## src/rtl/mc_ctrl.sv

```systemverilog
// rtl/mc_ctrl.sv - multicycle RISC-V control FSM with memory wait timeout and trap state
module mc_ctrl #(
    parameter int unsigned TIMEOUT = 255
) (
    input  logic        clk,
    input  logic        rstn,
    input  logic [6:0]  Op,
    input  logic [2:0]  Funct3,
    input  logic        Zero,
    input  logic        mem_ready,
    output logic        mem_req,
    output logic        mem_we,
    output logic        IorD,
    output logic        IRWrite,
    output logic        PCWrite,
    output logic        RegWrite,
    output logic        MDRWrite,
    output logic        PCSrc,
    output logic        ALUSrcA,
    output logic [1:0]  ALUSel,
    output logic [1:0]  WDSel,
    output logic [2:0]  state,
    output logic [31:0] instret,
    output logic        trap,
    output logic        bus_err
);
    typedef enum logic [2:0] {
        S_FETCH  = 3'd0,
        S_DECODE = 3'd1,
        S_EXEC   = 3'd2,
        S_MEM    = 3'd3,
        S_WB     = 3'd4,
        S_TRAP   = 3'd5
    } state_t;

    localparam logic [6:0] OP_R     = 7'b0110011;
    localparam logic [6:0] OP_I     = 7'b0010011;
    localparam logic [6:0] OP_LOAD  = 7'b0000011;
    localparam logic [6:0] OP_STORE = 7'b0100011;
    localparam logic [6:0] OP_BR    = 7'b1100011;
    localparam logic [6:0] OP_JAL   = 7'b1101111;
    localparam logic [6:0] OP_JALR  = 7'b1100111;
    localparam logic [6:0] OP_LUI   = 7'b0110111;
    localparam logic [6:0] OP_AUIPC = 7'b0010111;
    localparam logic [10:0] TIMEOUT_W = 11'(TIMEOUT);

    state_t      state_q, state_d;
    logic [9:0]  wait_q, wait_d;
    logic [31:0] instret_q, instret_d;
    logic        bus_err_q, bus_err_d;

    logic is_alu, is_auipc, is_load, is_store, is_branch, is_jal, is_jalr, legal;
    logic req_c, we_c, iord_c, irw_c, pcw_c, rw_c, mdrw_c, pcsrc_c, srca_c, trap_c;
    logic [1:0] alusel_c, wdsel_c;
    logic mem_wait, timeout_hit, retire;

    assign is_alu    = (Op == OP_R) || (Op == OP_I) || (Op == OP_LUI);
    assign is_auipc  = (Op == OP_AUIPC);
    assign is_load   = (Op == OP_LOAD);
    assign is_store  = (Op == OP_STORE);
    assign is_branch = (Op == OP_BR);
    assign is_jal    = (Op == OP_JAL);
    assign is_jalr   = (Op == OP_JALR);
    assign legal     = is_alu | is_auipc | is_load | is_store | is_branch | is_jal | is_jalr;

    // Ready in the cycle the count would hit TIMEOUT still completes the access.
    assign mem_wait    = req_c & ~mem_ready;
    assign timeout_hit = mem_wait && (({1'b0, wait_q} + 11'd1) >= TIMEOUT_W);

    always_ff @(posedge clk or negedge rstn) begin
        if (!rstn) begin
            state_q   <= S_FETCH;
            wait_q    <= '0;
            instret_q <= '0;
            bus_err_q <= 1'b0;
        end else begin
            state_q   <= state_d;
            wait_q    <= wait_d;
            instret_q <= instret_d;
            bus_err_q <= bus_err_d;
        end
    end

    always_comb begin
        state_d   = state_q;
        bus_err_d = bus_err_q;
        retire    = 1'b0;
        req_c     = 1'b0;
        we_c      = 1'b0;
        iord_c    = 1'b0;
        irw_c     = 1'b0;
        pcw_c     = 1'b0;
        rw_c      = 1'b0;
        mdrw_c    = 1'b0;
        pcsrc_c   = 1'b0;
        srca_c    = 1'b0;
        alusel_c  = 2'b00;
        wdsel_c   = 2'b00;
        trap_c    = 1'b0;
        case (state_q)
            S_FETCH: begin
                req_c = 1'b1;
                if (mem_ready) begin
                    irw_c   = 1'b1;
                    pcw_c   = 1'b1;
                    state_d = S_DECODE;
                end else if (timeout_hit) begin
                    state_d   = S_TRAP;
                    bus_err_d = 1'b1;
                end
            end
            S_DECODE: state_d = legal ? S_EXEC : S_TRAP;
            S_EXEC: begin
                if (is_alu || is_auipc) begin
                    alusel_c = 2'b01;
                    srca_c   = ~is_auipc;
                    state_d  = S_WB;
                end else if (is_load || is_store) begin
                    srca_c  = 1'b1;
                    state_d = S_MEM;
                end else if (is_branch) begin
                    alusel_c = 2'b10;
                    srca_c   = 1'b1;
                    pcw_c    = Zero;
                    pcsrc_c  = Zero;
                    retire   = 1'b1;
                    state_d  = S_FETCH;
                end else if (is_jal) begin
                    pcw_c   = 1'b1;
                    pcsrc_c = 1'b1;
                    state_d = S_WB;
                end else if (is_jalr) begin
                    srca_c  = 1'b1;
                    pcw_c   = 1'b1;
                    state_d = S_WB;
                end else begin
                    state_d = S_TRAP;
                end
            end
            S_MEM: begin
                req_c  = 1'b1;
                iord_c = 1'b1;
                we_c   = is_store;
                if (mem_ready) begin
                    if (is_load) begin
                        mdrw_c  = 1'b1;
                        state_d = S_WB;
                    end else if (is_store) begin
                        retire  = 1'b1;
                        state_d = S_FETCH;
                    end else begin
                        state_d = S_TRAP;
                    end
                end else if (timeout_hit) begin
                    state_d   = S_TRAP;
                    bus_err_d = 1'b1;
                end
            end
            S_WB: begin
                rw_c    = 1'b1;
                wdsel_c = is_load ? 2'b01 : ((is_jal || is_jalr) ? 2'b10 : 2'b00);
                retire  = 1'b1;
                state_d = S_FETCH;
            end
            S_TRAP:  trap_c = 1'b1;
            default: state_d = S_TRAP;
        endcase
        wait_d    = mem_wait ? (wait_q + 10'd1) : 10'd0;
        instret_d = instret_q + {31'd0, retire};
    end

    // Strobes are combinational, so they are gated directly to die with reset.
    assign mem_req  = rstn & req_c;
    assign mem_we   = rstn & we_c;
    assign IorD     = rstn & iord_c;
    assign IRWrite  = rstn & irw_c;
    assign PCWrite  = rstn & pcw_c;
    assign RegWrite = rstn & rw_c;
    assign MDRWrite = rstn & mdrw_c;
    assign PCSrc    = rstn & pcsrc_c;
    assign ALUSrcA  = rstn & srca_c;
    assign ALUSel   = rstn ? alusel_c : 2'b00;
    assign WDSel    = rstn ? wdsel_c : 2'b00;
    assign trap     = rstn & trap_c;
    assign bus_err  = bus_err_q;
    assign state    = state_q;
    assign instret  = instret_q;

    logic unused_funct3;
    assign unused_funct3 = ^Funct3;
endmodule

```

## config.mk

```make
export PLATFORM = sky130hd
export DESIGN_NAME = mc_ctrl
export DESIGN_NICKNAME = d
export VERILOG_FILES = /design/src/rtl/mc_ctrl.sv
export SDC_FILE = /design/constraint.sdc
export NUM_CORES = 1
export LEC_CHECK = 0
export BUFFER_PORTS_ARGS = -buffer_cell sky130_fd_sc_hd__buf_2
export CAP_MARGIN = 20
export CORE_ASPECT_RATIO = 1.1
export CORE_MARGIN = 4
export CORE_UTILIZATION = 45
export CTS_CLUSTER_DIAMETER = 30
export DETAILED_ROUTE_END_ITERATION = 6
export PLACE_DENSITY_LB_ADDON = 0.1
export SETUP_SLACK_MARGIN = 0.2
export SLEW_MARGIN = 15
export SYNTH_ARGS = -nofsm -noshare
export SYNTH_HDL_FRONTEND = slang
export SYNTH_SLANG_ARGS = --single-unit
```

## constraint.sdc

```tcl
create_clock -name clk -period 3.1 [get_ports clk]
set_clock_uncertainty 0.15 [all_clocks]
set_input_delay 0.155 -clock clk [delete_from_list [all_inputs] [get_ports clk]]
set_output_delay 0.155 -clock clk [all_outputs]
set_load 0.03 [all_outputs]
```

# ---- Word-level counts from Yosys, hierarchy flattened
# Index checks and enable logic that the tools add are counted.
# Widths: inputs -> output; s select.
dict set report op_classes {
  add_sub_neg 3
  n_lt_le_gt_ge 1
  n_eq_ne 14
  muxes 55
  bitwise_logic 19
  reduce_logical 9
}
# operator count
set ops {}
lappend ops {{$mux 1} 33}
lappend ops {{$add 32x1->32} 1}
lappend ops {{$mux 3} 9}
lappend ops {{$eq 7x6->1 const B} 3}
lappend ops {{$eq 7x7->1 const B} 3}
lappend ops {{$mux 2} 9}
lappend ops {{$pmux 3 s6} 1}
lappend ops {{$eq 7x5->1 const B} 2}
lappend ops {{$add 10x1->11 const B} 1}
lappend ops {{$and 1x1->1} 11}
lappend ops {{$ge 11x8->1 const B} 1}
lappend ops {{$add 10x1->10 const B} 1}
lappend ops {{$mux 10} 1}
lappend ops {{$eq 7x2->1 const B} 1}
lappend ops {{$eq 3x2->1 const B} 2}
lappend ops {{$eq 3x3->1 const B} 2}
lappend ops {{$or 1x1->1} 6}
lappend ops {{$logic_or 1x1->1} 5}
lappend ops {{$eq 3x1->1 const B} 1}
lappend ops {{$logic_not 3->1} 1}
lappend ops {{$pmux 1 s3} 1}
lappend ops {{$reduce_and 3->1} 1}
lappend ops {{$not 1->1} 2}
lappend ops {{$pmux 1 s2} 1}
lappend ops {{other kinds (2)} 2}
dict set report totals {
  regBits 46
  in_bits 14
  out_inout_bits 50
  elab_cells 105
}

# ---- Depth between registers and ports, before layout
# Gate-level depths: netlist (run 1).
dict set report depth {
  depth_word 11
  mapped_depth 13
  depth_no_buf 12
}

# ---- Worst setup path before layout (run 1)
# Ideal clock, no wire load.
dict set report synth_path {
  kind {reg-to-reg}
  startpoint {register state_q[2], in the netlist state[2]}
  endpoint {register instret_q[20], in the netlist instret[20]}
  setup_ps 134
  arrival_ps 2579
  required_ps 2816
  setup_slack_ps 237
  stages_incl_launch_ff 13
  path_buffers 1
  synth_period_minus_slack_ps 2863
  path_cell_list {dfrtp_1 -> clkbuf_1 -> nor2_1 -> o311a_1 -> a32oi_1 -> o21ai_0 -> ha_1 -> ha_1 -> and4_1 -> nand2b_1 -> nor4_1 -> nand3_1 -> xnor2_1}
}
dict set report synth_via {
  elab_chain_cells 3
  elab_cells_between_ends 5
}
# element line_no
set synth_rtl {}
lappend synth_rtl {{from (decl)} 47} ;# state_t state_q, state_d;
lappend synth_rtl {{from (signal assigned)} 77} ;# state_q <= state_d;
lappend synth_rtl {{$eq 3x3->1 or $eq 3x2->1 (tied branches)} 100} ;# case (state_q)
lappend synth_rtl {{$pmux 1 s3 (*)} 100}
lappend synth_rtl {{$add 32x1->32 (*)} 169} ;# instret_d = instret_q + {31'd0, retire};
lappend synth_rtl {{via instret_d[20]} 49} ;# logic [31:0] instret_q, instret_d;
lappend synth_rtl {{to (signal assigned)} 79} ;# instret_q <= instret_d;
lappend synth_rtl {{to (decl)} 49}
# The timed path passes the listed nets; every way through them passes the cells marked *.
# A chain may end at the register's enable or synchronous reset.

# ---- Worst setup path in the final report (run 1)
dict set report layout_path {
  startpoint {register state_q[0], in the netlist state[0]}
  endpoint {register instret_q[16], in the netlist instret[16]}
}
# Same word-level chain as after synthesis.

==> impl_results.md, run 1 <==
* Initial antenna violation count at 0
* Largest net degree at the start of global routing at 41
* Final min period at around 2700 ps
* Power per cell area at around 500 nW/um^2
* Adder-cell share of the synthesized area at 0.0208
* Crit. End Element: flip-flop
* CTS tree: built
* TritonCTS Buffers at 5
* Row count at 27
* Worst setup startpoint: state[0]
* Worst EP arrival at approximately 2700 ps
* Max-slew violations at 0
* Yosys Warn Count at 0
* DRC Markers at 0
* Most common cell after layout, fill and taps aside: buf_2
* Deepest clock path buffer count at 2
* HP Class: input pin to asynchronous set/reset pin
* Total Power at between 1 and 1.5 mW
* Netlist cell types at 43
* Final WL at around 5000 um
* Worst Path Max Fanout at 6
* P&R area growth vs syn at 22.6%
* Final Cycle Share at 0.865
* Cells on worst reg2reg path at 12
* Core ar. at a little over 5000 um^2
* Synthesized instance count at 244
* RSZ-0062 raised after global routing: no
* Overflow after GRT at 0
* Startpoint types: flip-flop
* Worst-Margin Slew at between 400 and 500 ps
* Root buf cell: clkbuf_8
* Area after DPL at around 2800 um^2
* Vias in the first global route at between 1,500 and 2,000
* Final Hold Vio Count at 0
* Synth Area in Compound Gates at 0.0563
* WL per Instance at 13.0 um
* Setup crit end: instret[16]
* Highest-count cells in the layout ignoring fill and taps: 60 x buf_2, 44 x dfrtp_1, 27 x xnor2_1, 27 x nor2_1, 23 x nand2_1
* Layout cells sized above 1 at 0.287
* DR vias/cell at 5.09
* R2R Path Start: state[0]
* Syn avg cell area at slightly below 10 um^2
* Status: complete, no violations
* CP Class: flip-flop to flip-flop
* Max Cap Violations at 0
* Vias at roughly 2,000
* Mapped Area at 2400 um^2
* Die Wd at around 78 um
* Hold_ws at roughly 120 ps
* VDD IR max at 0.347 mV
* Xor/xnor cell area share of the yosys netlist at 0.142
* RePlAce Congestion at 0.839
* Share of the yosys chip area belonging to registers at 0.479
* Post-synthesis mux area share at 0.00469
* #FFs+latches synth at 46
* Post-Syn Nets at ~260
* Final Util at 0.577
* Setup_tns at 0 ps
* Die Span Y at about 85 um
* First-pass GRT wire length at 8630 um
* Fmax at 0.373 GHz
* Simple-Gate Fraction of Synth Area at 0.269
* Clock Sinks at 46
* R2R setup slack at roughly 420 ps
* Clock Latency Late Sink at around 290 ps
* Final instance area at just under 3000 um^2
* Die area at about 6600 um^2
* Nets at 331
* Detailed Place HPWL at approximately 3700 um
* Number of iterations in the first detailed-routing pass at 4
* PortBufs at 60
* Gr usage total at 0.159
* H-tree levels at 2
* CTS clk-pin slew, worst paths at ~80 ps
* Antenna cells at 0
* Largest family of logic cells by synthesized area: simple AND/OR/NAND/NOR gates
* Post-CTS setup buffers at 0
* Setup violations, final at 0
* Initial Util at 0.471
* I/O pins at 64
* Worst slew margin at 0.680
* Detail Route Antenna Nets at 0
* Worst EP required at approximately 3100 ps
* Reg-to-reg endpoint: instret[16]
* Static leakage at around 1.5 nW
* Initial DRC Count at ~130
==> layer usage <==
metal  vias to the layer above  GRT usage  wire length, um
li1                        984          -                -
met1                       935      0.205             2290
met2                        41      0.269             2390
met3                         5     0.0376              282
met4                         0     0.0388               44
met5                         -          0                0
==> logic make-up (layout without fill, tap and decap cells) <==
| family | count (synthesis) | count (layout) |
|---|---|---|
| DFF | 46 | 46 |
| muxes | 1 | 1 |
| adders and majority gates | 4 | 4 |
| xor gates and xnor gates | 39 | 39 |
| AOI/OAI and AO/OA | 22 | 22 |
| buffers and inverters | 15 | 85 |
| and+or+nand+nor | 117 | 117 |
==> final cells by class <==
class | count | area [um^2]
clock buffer | 7 | 86.3
timing repair buffer | 69 | 373
sequential | 46 | 1150
fill | 467 | 2160
tap | 72 | 90.1
inverter | 8 | 30.0
clock inverter | 1 | 5.00
multi-input combinational | 183 | 1210
==> how the worst min path moves through the flow <==
stage | from | endpoint | slack (ps)
2_1_floorplan | rstn | bus_err | -290
3_3_place_gp | rstn | instret[0] | -100
3_5_place_dp | rstn | instret[0] | -100
4_1_cts | rstn | instret[0] | 110
5_1_grt | rstn | wait_q[0] | 130
6_report | rstn | wait_q[0] | 120
==> worst max-delay path: stages (launching register included) <==
cell	delay, ps
dfrtp_2	450
nor2_2	160
o311a_1	210
a32oi_1	110
o21ai_0	110
ha_2	240
ha_2	200
and4_1	200
nand2b_1	130
buf_4	190
nor2_1	140
nand4_1	130
xnor2_1	140
==> synthesized netlist by cell type (all sizes together) <==
cell / instances / area [um^2]
or4: 1 / 11.3
nand3: 15 / 80.1
ha: 4 / 50.1
or3: 3 / 18.8
and4: 5 / 43.8
o311a: 1 / 10.0
and3b: 2 / 17.5
nand4: 8 / 56.3
and3: 9 / 62.6
o32ai: 1 / 8.76
nor4: 7 / 58.8
nor2b: 1 / 6.26
and2: 2 / 12.5
buf: 3 / 21.3
o31ai: 1 / 7.51
mux2: 1 / 11.3
nor3: 4 / 20.0
and4b: 2 / 20.0
nand2: 23 / 86.3
o21ai: 6 / 30.0
nor3b: 2 / 15.0
a21oi: 9 / 45.0
or2: 2 / 12.5
inv: 8 / 30.0
clkbuf: 4 / 16.3
xnor2: 27 / 236
o22a: 1 / 8.76
dfrtp: 46 / 1150
nand2b: 3 / 18.8
o21bai: 1 / 7.51
o41ai: 1 / 8.76
nor2: 28 / 105
xor2: 12 / 105
a32oi: 1 / 8.76
==> what timing repair did <==
action | in CTS | in global routing
hold buffers | 2 | 0
resized for setup | 0 | 8
setup endpoints to repair | 0 | 8
endpoints found under the hold margin | 9 | 0
==> sequential cells by signal (all words and copies together), names as in the netlist <==
name and cells:
wait_q 10, instret 32, bus_err 1, state 3
==> through the flow <==
step                      setup WS, ps  instances
after floorplan                    237        244
after global placement             228        376
after detailed placement           144        376
after CTS                          211        386
after global routing               213        386
final                              418        386
==> report_power, final <==
group,internal (mW),switching [mW],total (mW)
Combinational,0.131,0.279,0.409
Sequential,0.651,0.0574,0.708
Clock,0.180,0.189,0.369
Total,0.961,0.525,1.49
Power figures use the tool's default switching activity.
==> run 2, diff against run 1 <==
Settings changed: CELL_PAD_IN_SITES_DETAIL_PLACEMENT set to 1, CELL_PAD_IN_SITES_GLOBAL_PLACEMENT set to 1, CORE_UTILIZATION 45 to 40.
==> run 2 against run 1 <==
First-iteration DRC count fell by 41%. Critical endpoint unchanged. Wire length rose by 15%. Combinational power rose by 3%. Largest power group unchanged. Utilization fell by 6.6 points. Critical path depth did not move. Flip-flop and latch count did not move. Final area rose by 0.81%.
==> impl_results.md, run 2 (synthesized netlist as in run 1, its figures left out) <==
* Status: complete, no violations
* Total Power at around 1.6 mW
* Worst EP required at around 3100 ps
* Cell family with most CP delay: simple AND/OR/NAND/NOR gates
* R2R setup slack at between 400 and 500 ps
* Vias at roughly 2,000
* Worst slew margin at 0.679
* Final Hold Vio Count at 0
* Setup violations, final at 0
* Most common cell after layout, fill and taps aside: buf_2
* I/O pins at 64
* Worst Path Max Fanout at 4
* Met2 wire length at ~2800 um
* Cells on worst reg2reg path at 12
* Setup_tns at 0 ps
* TritonCTS Buffers at 5
* Overflow after GRT at 0
* Routed wl met3 at around 300 um
* Initial DRC Count at 77
* H-tree levels at 2
* Vias in the first global route at about 2,100
* Worst-Margin Slew at approximately 480 ps
* First-pass GRT wire length at 9790 um
* WL per Instance at 14.7 um
* DR vias/cell at around 5.2
* Reg-to-reg endpoint: instret[16]
* Detailed Place HPWL at roughly 4500 um
* VDD IR max at around 0.30 mV
* Max-slew violations at 0
* Final Cycle Share at 0.869
* Root buf cell: clkbuf_8
* HP Class: input pin to flip-flop
* RSZ-0062 raised after global routing: no
* Max FFs per register at 32
* M1 WL at between 2000 and 3000 um
* Layout cells sized above 1 at 0.290
* Min-Delay Endpoint: state[1]
* Buf/Inv on CP at 1
* Number of fill cells at a little over 700
* Critical path cell sequence: nor2_2 -> o311a_1 -> a32oi_1 -> o21ai_0 -> ha_1 -> ha_2 -> and4_1 -> nand2b_1 -> buf_4 -> nor2_1 -> nand4_1 -> xnor2_1
* Footprint of the multi-input gates at 1210 um^2
* Slowest cell delay on critical path at 430 ps
* Core ar. at between 5000 and 6000 um^2
* Power per cell area at approximately 530 nW/um^2
* CP Class: flip-flop to flip-flop
* Antenna cells at 0
* Static leakage at ~1.5 nW
* Hold Path Origin: mem_ready
* Gr usage total at 0.173
* CTS clk-pin slew, worst paths at ~90 ps
* Slowest cell on crit path: dfrtp_1
* PortBufs at 60
* Number of iterations in the first detailed-routing pass at 4
* Worst EP arrival at around 2700 ps
* Die Wd at approximately 80 um
* RePlAce Congestion at approximately 0.76
* Final setup margin at approximately 400 ps
* CTS tree: built
* Max Used Layer: met4
* Max Cap Violations at 0
* Clock Sinks at 46
* Largest net degree at the start of global routing at 26
* P&R area growth vs syn at 23.6%
* Die Span Y at 89.3 um
* Die area at ~7300 um^2
* Final min period at ~2700 ps
* Row count at 29
* Hold_ws at 22.8 ps
* Hold Path Cell Cnt at 2
* Highest-count cells in the layout ignoring fill and taps: 60 x buf_2, 45 x dfrtp_1, 27 x xnor2_1
* Initial Util at 0.414
* Startpoint types: flip-flop
* Worst slack, placed at between 100 and 150 ps
* Clock Latency Late Sink at 290 ps
* Final WL at about 5700 um
* Crit. End Element: flip-flop
* Initial antenna violation count at 0
* Reg area at 1150 um^2
* R2R Path Start: state[0]
* Fmax at 0.371 GHz
* Detail Route Antenna Nets at 0
* Deepest clock path buffer count at 2
* Nets at ~330
* DRC Markers at 0
-- run 2: cell types whose count changed in the layout (fill, tap and decap cells not counted), sizes merged --
cell and delta:
buf +1, bufinv +1, clkbuf -2, dlygate4sd3 -1, inv +1
-- run 2: worst register-to-register path: stages, from the launching register on --
cell and delay, ps:
dfrtp_1 430, nor2_2 170, o311a_1 220, a32oi_1 110, o21ai_0 90, ha_1 240
ha_2 230, and4_1 200, nand2b_1 130, buf_4 190, nor2_1 150, nand4_1 130
xnor2_1 140
-- run 2: per-stage QoR --
step	instances	cell area, um^2	utilization
floorplan	244	2400	-
global placement	382	2820	0.486
detailed placement	382	2820	0.486
CTS	391	2940	0.507
global route	391	2970	0.511
finish	391	2970	0.511
-- run 2: final cells by class --
type,instances,share of cell area
Clock inverter,3,0.0147
Timing Repair Buffer,69,0.125
Clock buffer,5,0.0232
Tap cell,77,0.0324
Multi-Input combinational cell,183,0.407
Sequential cell,46,0.388
Inverter,8,0.0101
-- run 2: how the worst max path moves through the flow --
stage | depth (start not counted) | start | slack [ps] | to
2_1_floorplan | 12 | state[2] | 240 | instret[20]
5_1_grt | 12 | state[0] | 190 | instret[16]
3_3_place_gp | 12 | Op[3] | 170 | instret[20]
4_1_cts | 11 | state[0] | 240 | instret[20]
6_report | 12 | state[0] | 400 | instret[16]
3_5_place_dp | 12 | Op[3] | 110 | instret[20]
-- run 2: report_power, final --
group | total, mW | internal [mW] | switching (mW)
Sequential | 0.708 | 0.649 | 0.0583
Combinational | 0.421 | 0.131 | 0.290
Clock | 0.444 | 0.242 | 0.203
-- run 2: timing repair --
item / 4_1_cts / 5_1_grt
buffers inserted: 0 / 0
setup endpoints to repair: 0 / 8
hold buffers: 1 / 0
hold endpoints to repair: 46 / 0
resized for setup: 0 / 7
-- run 2: metal layers --
metal / GRT usage / vias up
met5: 0 / -
met4: 0.0498 / 0
met3: 0.0383 / 6
met2: 0.287 / 39
met1: 0.226 / 1010
li1: - / 982
==> run 3, diff against run 2 <==
Settings changed: CORE_MARGIN 4 to not set.
==> run 3 against run 2 <==
Maximum frequency grew 2.7%. Sequential power is 0.6% lower. Wire length is 4.9% lower. Sequential share of layout area increased by 0.25 points. Total power shrank 6.2%. Critical endpoint is now instret[20]. Largest cell class unchanged.
==> impl_results.md, run 3 (synthesized netlist as in run 1, its figures left out) <==
* Slowest cell delay on critical path at 410 ps
* Worst EP arrival at ~2700 ps
* # placed instances at between 300 and 400
* I/O pins at 64
* RePlAce Congestion at slightly below 0.8
* DR vias/cell at approximately 5.1
* Worst slew margin at 0.632
* Final Cycle Share at 0.846
* Vias at about 2,000
* PortBufs at 60
* First-pass GRT wire length at ~9300 um
* Worst-Margin Slew at ~550 ps
* Initial antenna violation count at 0
* Setup violations, final at 0
* Initial DRC Count at 55
* Vias in the first global route at slightly below 2,000
* Layout cells sized above 1 at 0.288
* Deepest clock path buffer count at 2
* Hold_ws at about 200 ps
* Initial Util at 0.416
* Crit. End Element: flip-flop
* Slowest cell on crit path: dfrtp_1
* Power per cell area at about 500 nW/um^2
* Final WL at around 5500 um
* Final Hold Vio Count at 0
* Max FFs per register at 32
* Clock Sinks at 46
* Buf/Inv on CP at 0
* Nets at 333
* TritonCTS Buffers at 5
* Final setup margin at 476 ps
* CTS clk-pin slew, worst paths at about 90 ps
* Fmax at around 0.38 GHz
* HP Class: input pin to flip-flop
* Die area at ~6300 um^2
* DRC Markers at 0
* Number of iterations in the first detailed-routing pass at 4
* Final min period at about 2600 ps
* Number of fill cells at between 700 and 800
* Worst slack, placed at ~140 ps
* Root buf cell: clkbuf_8
* Status: complete, no violations
* CTS tree: built
* Core ar. at 5770 um^2
* Static leakage at between 1 and 1.5 nW
* Clock Latency Late Sink at 300 ps
* Startpoint types: flip-flop
* Overflow after GRT at 0
* Cell family with most CP delay: simple AND/OR/NAND/NOR gates
* Die Wd at between 70 and 80 um
* Worst Path Max Fanout at 4
* Total Power at 1.48 mW
* Setup_tns at 0 ps
* Largest net degree at the start of global routing at 29
* VDD IR max at ~0.26 mV
* Worst EP required at around 3100 ps
* Max Cap Violations at 0
* Critical path cell sequence: nor2_2 -> o311a_1 -> a32oi_1 -> o21ai_0 -> ha_2 -> ha_1 -> and4_1 -> nand2b_1 -> nor4_2 -> nand3_1 -> xnor2_1
* Row count at 29
* Antenna cells at 0
* Gr usage total at 0.189
* Max-slew violations at 0
* WL per Instance at roughly 14 um
* Highest-count cells in the layout ignoring fill and taps: 60 x buf_2, 45 x dfrtp_1, 27 x xnor2_1, 27 x nor2_1, 23 x nand2_1
* Final Non-Filler Cells at ~400
* Most common cell after layout, fill and taps aside: buf_2
* R2R setup slack at ~480 ps
* Die Span Y at ~83 um
* Detail Route Antenna Nets at 0
* CP Class: flip-flop to flip-flop
* Detailed Place HPWL at 4030 um
* Post-CTS setup buffers at 0
* H-tree levels at 2
* P&R area growth vs syn at 22.8%
* RSZ-0062 raised after global routing: no
-- run 3: changes by cell type in the layout (fill, tap and decap cells not counted) --
| cell | before | now |
|---|---|---|
| nor4_2 | 0 | 1 |
| nor2_2 | 2 | 1 |
| buf_4 | 8 | 9 |
| dlygate4sd3_1 | 1 | 2 |
| clkinv_2 | 1 | 2 |
| nor4_4 | 2 | 1 |
| nor2_1 | 26 | 27 |
| bufinv_16 | 1 | 0 |
-- run 3: final cells by class --
type	count	area [um^2]	area share
Clock buffer	5	68.8	0.0233
Clock inverter	3	18.8	0.00636
Inverter	8	30.0	0.0102
Multi-Input combinational cell	183	1200	0.405
Sequential cell	46	1150	0.391
Tap cell	77	96.3	0.0327
Timing Repair Buffer	71	388	0.131
-- run 3: worst paths after layout --
path	startpoint	endpoint	cells after the start
hold / removal	Op[5]	state[0]	4
setup / recovery	state[0]	instret[20]	11
hold reg to reg	bus_err	bus_err	1
max in group asynchronous	rstn	state[2]	3
setup reg to reg	state[0]	instret[20]	11
min in group asynchronous	rstn	instret[15]	2
-- run 3: worst register-to-register path, stage by stage (launching register included) --
cell	delay, ps
dfrtp_1	410
nor2_2	150
o311a_1	210
a32oi_1	110
o21ai_0	100
ha_2	230
ha_1	200
and4_1	220
nand2b_1	110
nor4_2	350
nand3_1	140
xnor2_1	130
-- run 3: where the power goes --
part | switching [mW] | internal, mW
sequential | 0.0546 | 0.650
combinational | 0.279 | 0.130
clock | 0.203 | 0.159
total | 0.537 | 0.939
-- run 3: timing repair --
action                                 in CTS  in global routing
hold buffers                                2                  0
gates resized for setup                     0                  5
endpoints found under the hold margin      20                  0
setup endpoints to repair                   0                  8
-- run 3: through the flow --
| step | utilization | area (um^2) |
|---|---|---|
| 3_3_place_gp | 0.490 | 2830 |
| 6_report | 0.511 | 2950 |
| 4_1_cts | 0.509 | 2940 |
| 2_1_floorplan | - | 2400 |
| 5_1_grt | 0.511 | 2950 |
| 3_5_place_dp | 0.490 | 2830 |
-- run 3: routing by layer --
| layer | wire, um | vias up | share of wire | GRT usage |
|---|---|---|---|---|
| met5 | 0 | - | 0 | 0 |
| met4 | 66 | 0 | 0.012 | 0.0572 |
| met3 | 283 | 8 | 0.052 | 0.0425 |
| met2 | 2570 | 42 | 0.47 | 0.297 |
| met1 | 2530 | 971 | 0.46 | 0.257 |
| li1 | - | 986 | - | - |
